**config.mk**
```make
export PLATFORM = sky130hd
export DESIGN_NAME = data_mem_access_unit_flat
export DESIGN_NICKNAME = d
export VERILOG_FILES = /design/src/rtl/data_mem_access_unit_if.sv /design/src/rtl/data_mem_access_unit.sv /design/src/flat_wrapper.sv
export SDC_FILE = /design/constraint.sdc
export NUM_CORES = 1
export LEC_CHECK = 0
export CAP_MARGIN = 5
export CORE_ASPECT_RATIO = 0.9
export CORE_MARGIN = 2
export CORE_UTILIZATION = 47
export DETAILED_ROUTE_END_ITERATION = 6
export GPL_ROUTABILITY_DRIVEN = 0
export PLACE_DENSITY = 0.84
export SYNTH_ARGS = -nofsm -noshare
export SYNTH_HDL_FRONTEND = slang
export SYNTH_SLANG_ARGS = --single-unit
```
**constraint.sdc**
```tcl
create_clock -name CLK -period 4.65 [get_ports CLK]
set_input_delay 0.93 -clock CLK [delete_from_list [all_inputs] [get_ports CLK]]
set_output_delay 0.93 -clock CLK [all_outputs]
set_load 0.01 [all_outputs]
```
**src/rtl/data_mem_access_unit_if.sv**
```systemverilog
// MEM-stage bus bundle: EX/MEM request inputs, data memory handshake and MEM/WB results.
interface data_mem_access_unit_if;
  logic [31:0] MEM_ALU_OUT;
  logic [31:0] MEM_REG_DATA2;
  logic [3:0]  MEM_DATA_MEM_READ;
  logic [2:0]  MEM_DATA_MEM_WRITE;
  logic [31:0] DMEM_READDATA;
  logic        DMEM_BUSYWAIT;
  logic        DMEM_READ;
  logic        DMEM_WRITE;
  logic [31:0] DMEM_ADDR;
  logic [31:0] DMEM_WRITEDATA;
  logic [3:0]  DMEM_BYTE_EN;
  logic [31:0] LOAD_DATA;
  logic        MEM_STALL;
  logic        MISALIGNED;
  logic        BUS_ERROR;

  // The access unit drives the memory strobes and the pipeline results.
  modport master (
    input  MEM_ALU_OUT, MEM_REG_DATA2, MEM_DATA_MEM_READ, MEM_DATA_MEM_WRITE,
    input  DMEM_READDATA, DMEM_BUSYWAIT,
    output DMEM_READ, DMEM_WRITE, DMEM_ADDR, DMEM_WRITEDATA, DMEM_BYTE_EN,
    output LOAD_DATA, MEM_STALL, MISALIGNED, BUS_ERROR
  );

  // Pipeline/memory side as seen from outside the unit.
  modport slave (
    output MEM_ALU_OUT, MEM_REG_DATA2, MEM_DATA_MEM_READ, MEM_DATA_MEM_WRITE,
    output DMEM_READDATA, DMEM_BUSYWAIT,
    input  DMEM_READ, DMEM_WRITE, DMEM_ADDR, DMEM_WRITEDATA, DMEM_BYTE_EN,
    input  LOAD_DATA, MEM_STALL, MISALIGNED, BUS_ERROR
  );
endinterface

```
**src/rtl/data_mem_access_unit.sv**
```systemverilog
// MEM-stage load/store engine with busywait handshake, store lane formatting,
// load extension and access timeout.
//
// state  | meaning
// IDLE   | waiting for an aligned request from EX/MEM
// ACCESS | strobe asserted, waiting for BUSYWAIT low or timeout
// DONE   | one cycle with stall low so EX/MEM advances; never re-issues
module data_mem_access_unit #(
  parameter int unsigned TIMEOUT_CYCLES = 255
) (
  input logic CLK,
  input logic RESET,
  data_mem_access_unit_if.master bus
);

  typedef enum logic [1:0] {IDLE, ACCESS, DONE} state_t;

  state_t      state, state_nxt;
  logic        is_store, req, size_ok, aligned, start;
  logic [1:0]  req_size;
  logic        req_unsigned;
  logic [31:0] fmt_wdata;
  logic [3:0]  fmt_be;
  logic [7:0]  cnt;
  logic        timeout;
  logic        lat_store, lat_unsigned;
  logic [1:0]  lat_size, lat_lane;
  logic [7:0]  ld_byte;
  logic [15:0] ld_half;
  logic [31:0] ld_ext;
  logic        rd_q, wr_q, err_q;
  logic [31:0] addr_q, wdata_q, load_q;
  logic [3:0]  be_q;

  // Decode the request: size code 00 byte, 01 half, 10 word; unsupported encodings are never aligned.
  always_comb begin
    is_store     = bus.MEM_DATA_MEM_WRITE[2];
    req          = bus.MEM_DATA_MEM_READ[3] | is_store;
    req_size     = 2'b00;
    req_unsigned = 1'b0;
    size_ok      = 1'b0;
    if (is_store) begin
      req_size = bus.MEM_DATA_MEM_WRITE[1:0];
      size_ok  = (bus.MEM_DATA_MEM_WRITE[1:0] != 2'b11);
    end else begin
      case (bus.MEM_DATA_MEM_READ[2:0])
        3'b000: size_ok = 1'b1;
        3'b001: begin req_size = 2'b01; size_ok = 1'b1; end
        3'b010: begin req_size = 2'b10; size_ok = 1'b1; end
        3'b100: begin req_unsigned = 1'b1; size_ok = 1'b1; end
        3'b101: begin req_size = 2'b01; req_unsigned = 1'b1; size_ok = 1'b1; end
        default: size_ok = 1'b0;
      endcase
    end
    case (req_size)
      2'b00:   aligned = size_ok;
      2'b01:   aligned = size_ok & ~bus.MEM_ALU_OUT[0];
      2'b10:   aligned = size_ok & (bus.MEM_ALU_OUT[1:0] == 2'b00);
      default: aligned = 1'b0;
    endcase
    start = req & aligned;
  end

  // Replicate store data across lanes and pick byte enables; loads enable all lanes.
  always_comb begin
    case (req_size)
      2'b00: begin
        fmt_wdata = {4{bus.MEM_REG_DATA2[7:0]}};
        fmt_be    = 4'b0001 << bus.MEM_ALU_OUT[1:0];
      end
      2'b01: begin
        fmt_wdata = {2{bus.MEM_REG_DATA2[15:0]}};
        fmt_be    = bus.MEM_ALU_OUT[1] ? 4'b1100 : 4'b0011;
      end
      default: begin
        fmt_wdata = bus.MEM_REG_DATA2;
        fmt_be    = 4'b1111;
      end
    endcase
    if (!is_store) fmt_be = 4'b1111;
  end

  // Pull the addressed lane out of the returned word and extend it.
  always_comb begin
    ld_byte = bus.DMEM_READDATA[{lat_lane, 3'b000} +: 8];
    ld_half = bus.DMEM_READDATA[{lat_lane[1], 4'b0000} +: 16];
    case (lat_size)
      2'b00:   ld_ext = lat_unsigned ? {24'h0, ld_byte} : {{24{ld_byte[7]}}, ld_byte};
      2'b01:   ld_ext = lat_unsigned ? {16'h0, ld_half} : {{16{ld_half[15]}}, ld_half};
      default: ld_ext = bus.DMEM_READDATA;
    endcase
  end

  assign timeout = bus.DMEM_BUSYWAIT && (cnt == 8'(TIMEOUT_CYCLES - 1));

  // State register.
  always_ff @(posedge CLK) begin
    if (RESET) state <= IDLE;
    else       state <= state_nxt;
  end

  // Next-state logic.
  always_comb begin
    state_nxt = state;
    case (state)
      IDLE:    if (start) state_nxt = ACCESS;
      ACCESS:  if (!bus.DMEM_BUSYWAIT || timeout) state_nxt = DONE;
      DONE:    state_nxt = IDLE;
      default: state_nxt = IDLE;
    endcase
  end

  // Combinational pipeline controls; DONE deliberately drops the stall.
  always_comb begin
    bus.MEM_STALL  = ((state == IDLE) && start) || (state == ACCESS);
    bus.MISALIGNED = req & ~aligned;
  end

  // Registered memory strobes, latched request attributes, load result and timeout counter.
  always_ff @(posedge CLK) begin
    if (RESET) begin
      rd_q         <= 1'b0;
      wr_q         <= 1'b0;
      addr_q       <= 32'h0;
      wdata_q      <= 32'h0;
      be_q         <= 4'h0;
      load_q       <= 32'h0;
      err_q        <= 1'b0;
      cnt          <= 8'h0;
      lat_store    <= 1'b0;
      lat_unsigned <= 1'b0;
      lat_size     <= 2'b00;
      lat_lane     <= 2'b00;
    end else begin
      case (state)
        IDLE: begin
          if (start) begin
            rd_q         <= ~is_store;
            wr_q         <= is_store;
            addr_q       <= {bus.MEM_ALU_OUT[31:2], 2'b00};
            wdata_q      <= fmt_wdata;
            be_q         <= fmt_be;
            cnt          <= 8'h0;
            lat_store    <= is_store;
            lat_unsigned <= req_unsigned;
            lat_size     <= req_size;
            lat_lane     <= bus.MEM_ALU_OUT[1:0];
          end
        end
        ACCESS: begin
          if (!bus.DMEM_BUSYWAIT) begin
            if (!lat_store) load_q <= ld_ext;
            rd_q <= 1'b0;
            wr_q <= 1'b0;
          end else if (timeout) begin
            rd_q   <= 1'b0;
            wr_q   <= 1'b0;
            load_q <= 32'h0;
            err_q  <= 1'b1;
          end else begin
            cnt <= cnt + 8'h1;
          end
        end
        DONE:    err_q <= 1'b0;
        default: err_q <= 1'b0;
      endcase
    end
  end

  assign bus.DMEM_READ      = rd_q;
  assign bus.DMEM_WRITE     = wr_q;
  assign bus.DMEM_ADDR      = addr_q;
  assign bus.DMEM_WRITEDATA = wdata_q;
  assign bus.DMEM_BYTE_EN   = be_q;
  assign bus.LOAD_DATA      = load_q;
  assign bus.BUS_ERROR      = err_q;

endmodule
```
**src/flat_wrapper.sv**
```systemverilog
// flat-port wrapper written by rule: the top's interface ports become plain ports
module data_mem_access_unit_flat 
#(
  parameter int unsigned TIMEOUT_CYCLES = 255
)
  (CLK, RESET, bus_MEM_ALU_OUT, bus_MEM_REG_DATA2, bus_MEM_DATA_MEM_READ, bus_MEM_DATA_MEM_WRITE, bus_DMEM_READDATA, bus_DMEM_BUSYWAIT, bus_DMEM_READ, bus_DMEM_WRITE, bus_DMEM_ADDR, bus_DMEM_WRITEDATA, bus_DMEM_BYTE_EN, bus_LOAD_DATA, bus_MEM_STALL, bus_MISALIGNED, bus_BUS_ERROR);
  data_mem_access_unit_if bus_i ();
  input logic CLK;
  input logic RESET;
  input wire logic [$bits(bus_i.MEM_ALU_OUT)-1:0] bus_MEM_ALU_OUT;
  input wire logic [$bits(bus_i.MEM_REG_DATA2)-1:0] bus_MEM_REG_DATA2;
  input wire logic [$bits(bus_i.MEM_DATA_MEM_READ)-1:0] bus_MEM_DATA_MEM_READ;
  input wire logic [$bits(bus_i.MEM_DATA_MEM_WRITE)-1:0] bus_MEM_DATA_MEM_WRITE;
  input wire logic [$bits(bus_i.DMEM_READDATA)-1:0] bus_DMEM_READDATA;
  input wire logic [$bits(bus_i.DMEM_BUSYWAIT)-1:0] bus_DMEM_BUSYWAIT;
  output wire logic [$bits(bus_i.DMEM_READ)-1:0] bus_DMEM_READ;
  output wire logic [$bits(bus_i.DMEM_WRITE)-1:0] bus_DMEM_WRITE;
  output wire logic [$bits(bus_i.DMEM_ADDR)-1:0] bus_DMEM_ADDR;
  output wire logic [$bits(bus_i.DMEM_WRITEDATA)-1:0] bus_DMEM_WRITEDATA;
  output wire logic [$bits(bus_i.DMEM_BYTE_EN)-1:0] bus_DMEM_BYTE_EN;
  output wire logic [$bits(bus_i.LOAD_DATA)-1:0] bus_LOAD_DATA;
  output wire logic [$bits(bus_i.MEM_STALL)-1:0] bus_MEM_STALL;
  output wire logic [$bits(bus_i.MISALIGNED)-1:0] bus_MISALIGNED;
  output wire logic [$bits(bus_i.BUS_ERROR)-1:0] bus_BUS_ERROR;
  assign bus_i.MEM_ALU_OUT = bus_MEM_ALU_OUT;
  assign bus_i.MEM_REG_DATA2 = bus_MEM_REG_DATA2;
  assign bus_i.MEM_DATA_MEM_READ = bus_MEM_DATA_MEM_READ;
  assign bus_i.MEM_DATA_MEM_WRITE = bus_MEM_DATA_MEM_WRITE;
  assign bus_i.DMEM_READDATA = bus_DMEM_READDATA;
  assign bus_i.DMEM_BUSYWAIT = bus_DMEM_BUSYWAIT;
  assign bus_DMEM_READ = bus_i.DMEM_READ;
  assign bus_DMEM_WRITE = bus_i.DMEM_WRITE;
  assign bus_DMEM_ADDR = bus_i.DMEM_ADDR;
  assign bus_DMEM_WRITEDATA = bus_i.DMEM_WRITEDATA;
  assign bus_DMEM_BYTE_EN = bus_i.DMEM_BYTE_EN;
  assign bus_LOAD_DATA = bus_i.LOAD_DATA;
  assign bus_MEM_STALL = bus_i.MEM_STALL;
  assign bus_MISALIGNED = bus_i.MISALIGNED;
  assign bus_BUS_ERROR = bus_i.BUS_ERROR;
  data_mem_access_unit #(.TIMEOUT_CYCLES(TIMEOUT_CYCLES)) u_core (.CLK(CLK), .RESET(RESET), .bus(bus_i));
endmodule
```
After elaboration in Yosys (flattened, before gate mapping):

Cells that the tools add are included.

* input port bits: 106
* memories kept: 0
* ROM bits: 0
* output and inout bits: 105
* flip-flop bits (word level): 117
* bits in latches: 0
* RAM bits: 0

* multiply operators: 0
* reduce and logical (&&, ||, !) cells: 20
* shift operators: 3
* divide/modulo/power cells: 0
* add/subtract/negate cells: 1
* muxes and demuxes: 33
* bitwise gates (word level): 9
* magnitude comparators: 0
* equality and inequality tests: 18

Operator list (number)
* 32-bit 2-to-1 mux: 5
* 32-bit one-hot mux with 2 select lines: 2
* 32-bit by 6-bit variable part select with 16-bit output: 1
* 32-bit by 6-bit variable part select with 8-bit output: 1
* 8-bit 2-to-1 mux: 3
* 8-bit one-hot mux with 2 select lines: 1
* 1-bit 2-to-1 mux: 10
* 3-bit AND reduction: 3
* 8-bit by 1-bit adder with 8-bit output (second input constant): 1
* 8-bit equality test (second input constant): 1
* 2-bit zero test: 4
* 4-bit 2-to-1 mux: 2
* 2-bit by 1-bit != test with 1-bit output (second input constant): 4
* 2-bit != test (second input constant): 4
* 2-bit one-hot mux with 2 select lines: 2
* 4-bit one-hot mux with 2 select lines: 1
* 2-bit by 1-bit equality test with 1-bit output (second input constant): 3
* 3-bit equality test (second input constant): 2
* 2-bit 2-to-1 mux: 3
* 1-bit one-hot mux with 2 select lines: 3
* 5-bit OR reduction: 1
* 1-bit AND: 4
* 1-bit NOT: 4
* 2-bit AND reduction: 2
* other kinds (14): 17

Depth between registers and ports, before layout:

* depth after elaboration: 9
* depth in mapped cells: 12
* mapped depth without buffers: 9

Worst setup path after synthesis:

Ideal clock, no wire load.

* path kind: input to output
* start point: in bus_MEM_DATA_MEM_WRITE[2]
* end point: out bus_MEM_STALL
* path slack: 1.026 ns
* stages on the path: 11
* arrival: 2.694 ns
* data required time: 3.720 ns
* buffers on the path: 3
* cells stage by stage: nand2b_1 o31ai_1 inv_1 ha_1 clkbuf_1 a31o_2 and3_1 buf_4 buf_2 nand2_1 nand2_1

* cells in the longest elaborated chain, start to end: 6
* elaborated cells between the ends (all ways): 12

Ends and longest elaborated chain
* from (decl): RTL line flat_wrapper.sv:13 `input wire logic [$bits(bus_i.MEM_DATA_MEM_WRITE)-1:0] bus_MEM_DATA_MEM_WRITE;`
* 2-bit 2-to-1 mux (*): RTL line data_mem_access_unit.sv:42 `if (is_store) begin`
* named net u_core.req_size[1]: RTL line data_mem_access_unit.sv:20 `logic [1:0] req_size;`
* 2-bit equality test, or another cell as far along: RTL line data_mem_access_unit.sv:55 `case (req_size)`
* 1-bit one-hot mux with 3 select lines (*): RTL line data_mem_access_unit.sv:55
* 1-bit AND (*): RTL line data_mem_access_unit.sv:61 `start = req & aligned;`
* 1-bit logical AND (*): RTL line data_mem_access_unit.sv:115 `bus.MEM_STALL = ((state == IDLE) && start) || (state == ACCESS);`
* 1-bit logical OR (*): RTL line data_mem_access_unit.sv:115
* to (decl): RTL line flat_wrapper.sv:22 `output wire logic [$bits(bus_i.MEM_STALL)-1:0] bus_MEM_STALL;`

Mark *: on every way through the listed nets, which the timed path passes. The rest lies on a longest branch.

Worst setup path in the final report:

Same ends and word-level chain as after synthesis.

==> results.py <==
metrics = {
    "status": {
        "status": "complete, no violations",
    },
    "synth": {
        "yosys_warnings": 0,
        "ys_async_sr_fraction": 0,
        "yosysSeqAreaShare": 0.4516,
        "postSynthCellCount": 614,
        "synth.distinct_cells": 54,
        "syn-cell-area_sq_um": 5186,
        "synth-edff-count": 0,
        "synth_ff_type": "dfxtp_1",
        "postSynthAreaPerCell_sq_um": 8.447,
        "synth-seq-cells": 117,
    },
    "grt": {
        "grt_pass1_wl_microns": 27410,
        "grt_pass1_vias": 5518,
        "antenna_found_initial": 1,
        "grt_max_degree": 87,
        "grt_usage": 0.2854,
        "overflow": 0,
    },
    "timing": {
        "layout_setup_ws_ns": 0.1970,
        "min_period_ns": 4.453,
        "max-slew-margin-rel": 0.2475,
        "finClkSkew_ns": 0.009205,
        "worst_pin_slew_ns": 1.125,
        "fmaxAchievable_mhz": 224.6,
        "min_period_over_period": 0.9576,
        "drv_slew": 0,
        "hold_violations": 0,
        "setup_viol_count_final": 0,
        "hold_slack_ns": 0.4530,
        "setup_tns_ns": 0,
        "rsz0062_at_grt": "no",
    },
    "clock_tree": {
        "clock_path_buffers": 2,
        "clk_pin_slew_worst_paths_ns": 0.06,
        "numCtsBuffers": 17,
        "clock_latency_ns": 0.41,
        "cts-htree-levels": 4,
        "cts_setup_buffers": 0,
        "hold_buffers": 0,
        "cts_tree": "built",
        "cts_sinks": 117,
        "clockRootBuffer": "clkbuf_16",
        "cts_resized": 0,
    },
    "placement": {
        "port_buffers": 208,
        "place_ws_ns": 0.2934,
        "hpwlAfterDp_microns": 11720,
    },
    "floorplanning": {
        "initial_utilization": 0.4797,
        "die_w_microns": 114.7,
        "rows": 36,
        "dieArea_sq_um": 11890,
        "die_h_microns": 103.7,
        "core_sq_um": 10810,
        "ioPinCount": 211,
    },
    "setup_path": {
        "rrSetupSlack_ns": 2.50,
        "arrival_ns": 3.52,
        "crit_family": "buffers and inverters",
        "r2r_start": "u_core.lat_lane[1]$_SDFFE_PP0P_",
        "cp_data_required_time_ns": 3.72,
        "cp_num_buf_inv": 4,
        "worstPathMaxFanout": 9,
        "criticalPathCategory": "in -> out",
        "start_kind": "input port",
        "end_kind": "output pin",
        "crit_start": "bus_MEM_DATA_MEM_WRITE[2]",
        "cp_slowest_cell": "clkdlybuf4s50_1",
        "max_stage_delay_ns": 0.60,
        "r2r-end": "u_core.bus.LOAD_DATA[20]$_SDFFE_PP0P_",
        "r2r.worst_path.cells": 4,
        "path_cells": "clkdlybuf4s50_1 > buf_4 > a21oi_1 > inv_1 > ha_1 > a31oi_2 > and3_2 > nand2_1 > nand2_1 > clkdlybuf4s50_1",
    },
    "routing": {
        "viasPerCell": 6.041,
        "drt_drc_violations_left": 0,
        "wirelength_microns": 17470,
        "vias": 5685,
        "dr.pass1.iters": 6,
        "ant_nets": 0,
        "drtIter0Drc": 675,
        "routedWlPerCell_microns": 18.56,
    },
    "power_and_ir_drop": {
        "powerDensity_nw_per_um2": 391.5,
        "ir_worst_vdd_uv": 220.2,
        "power_uw": 3067,
        "power.leakage_uw": 0.002747,
    },
    "cells_and_area": {
        "area_delta_synth_final_pct": 51.07,
        "fin_nets": 908,
        "utilization": 0.7248,
        "drive_above_1_share": 0.07559,
    },
    "worst_hold_path": {
        "whs_endpoint": "u_core.bus.LOAD_DATA[29]$_SDFFE_PP0P_",
        "hp-start": "u_core.bus.LOAD_DATA[29]$_SDFFE_PP0P_",
        "hp-class": "reg -> reg",
        "whs_path_depth": 2,
    },
    "flow_run": {
        "maxCapViolCount": 0,
    },
}
==> layer usage <==
layer  up-vias  share of wire  GRT usage
li1       2616              -          -
met4         0          0.024     0.1170
met2       317           0.49     0.4708
met3        40          0.093    0.09421
met1      2712           0.39     0.3398
met5         -              0          0
==> sequential cells by signal, summed over array words and instances (netlist names) <==
name / flops
u_core.bus.BUS_ERROR: 1
u_core.bus.DMEM_ADDR: 30
u_core.bus.DMEM_BYTE_EN: 4
u_core.bus.DMEM_READ: 1
u_core.bus.DMEM_WRITE: 1
u_core.bus.DMEM_WRITEDATA: 32
u_core.bus.LOAD_DATA: 32
u_core.cnt: 8
u_core.lat_lane: 2
u_core.lat_size: 2
u_core.lat_store: 1
u_core.lat_unsigned: 1
u_core.state: 2
==> cells in the mapped netlist (3+ instances only) <==
master	count	share of area
dfxtp_1	117	0.45
a21oi_1	94	0.091
o21ai_0	71	0.069
nand2_1	63	0.046
nand3_1	44	0.042
clkbuf_1	35	0.025
a311oi_1	28	0.047
nand2b_1	19	0.023
buf_2	12	0.012
nor2_1	12	0.0087
nor3_1	11	0.011
o21ai_1	10	0.0097
a222oi_1	8	0.015
a22oi_1	8	0.012
mux2_2	8	0.017
a32o_1	7	0.014
buf_4	6	0.0087
ha_1	6	0.014
inv_1	6	0.0043
nor2b_1	4	0.0048
buf_1	3	0.0022
nand4_1	3	0.0036
xor2_1	3	0.0051
==> placed cells by master (no fill, tap or decap), drive strengths merged, types with 3 or more instances in the layout <==
cell	synthesis	final
a21oi	95	95
a222oi	8	8
a22oi	8	8
a311oi	29	29
a32o	7	7
buf	22	12
clkbuf	35	20
clkdlybuf4s50	0	207
clkinv	0	6
dfxtp	117	117
ha	6	6
inv	6	6
mux2	8	8
nand2	64	64
nand2b	19	19
nand3	45	45
nand4	3	3
nor2	13	13
nor2b	4	4
nor3	11	11
o21ai	81	81
xor2	3	3
==> power by group <==
part | total (uW) | internal (uW) | switching [uW] | leakage, uW
sequential | 1150 | 1080 | 62.0 | 0.000954
combinational | 687 | 331 | 356 | 0.00152
clock | 1230 | 790 | 444 | 0.000271
total | 3070 | 2210 | 862 | 0.00275
==> through the flow <==
stage / instances / cell area, sq um
floorplan: 615 / 5190
global placement: 910 / 7277
global route: 941 / 7835
CTS: 940 / 7833
detailed placement: 910 / 7277
finish: 941 / 7835
==> area by class of cell <==
type                    instances  area [sq um]
diodes                          1         2.502
clock buffers                  20         446.7
clock inverters                10         108.9
fillers                       825          2975
inverters                       6         22.52
multi-input cells             435          2586
flip-flops and latches        117          2342
well taps                     133         166.4
repair buffers                219          2160
==> how the worst max path moves through the flow <==
stage / slack (ns) / end / cells after the start
2_1_floorplan: 1.03 / bus_MEM_STALL / 11
3_3_place_gp: 0.38 / bus_MEM_STALL / 10
3_5_place_dp: 0.29 / bus_MEM_STALL / 10
4_1_cts: 0.25 / bus_MEM_STALL / 10
5_1_grt: 0.04 / bus_MEM_STALL / 10
6_report: 0.20 / bus_MEM_STALL / 10
==> worst min-delay path: cells and delay by family, from the launching register on <==
family,cells,cell delay [ns]
and+or+nand+nor,1,0.05
DFF,1,0.30
AOI/OAI and AO/OA,1,0.05
==> cell families (layout without fill, tap and decap cells) <==
kind of cell               Yosys count  after routing  share of synthesized area
xor gates and xnor gates             5              5                   0.008445
muxes                                9              9                    0.02171
AOI/OAI and AO/OA                  244            244                     0.2878
adders and majority gates            6              6                    0.01447
DFF                                117            117                     0.4516
and+or+nand+nor                    169            169                     0.1609
other                                1              3                  0.0007231
buffers and inverters               63            255                    0.05428
Power figures use the tool's default switching activity.
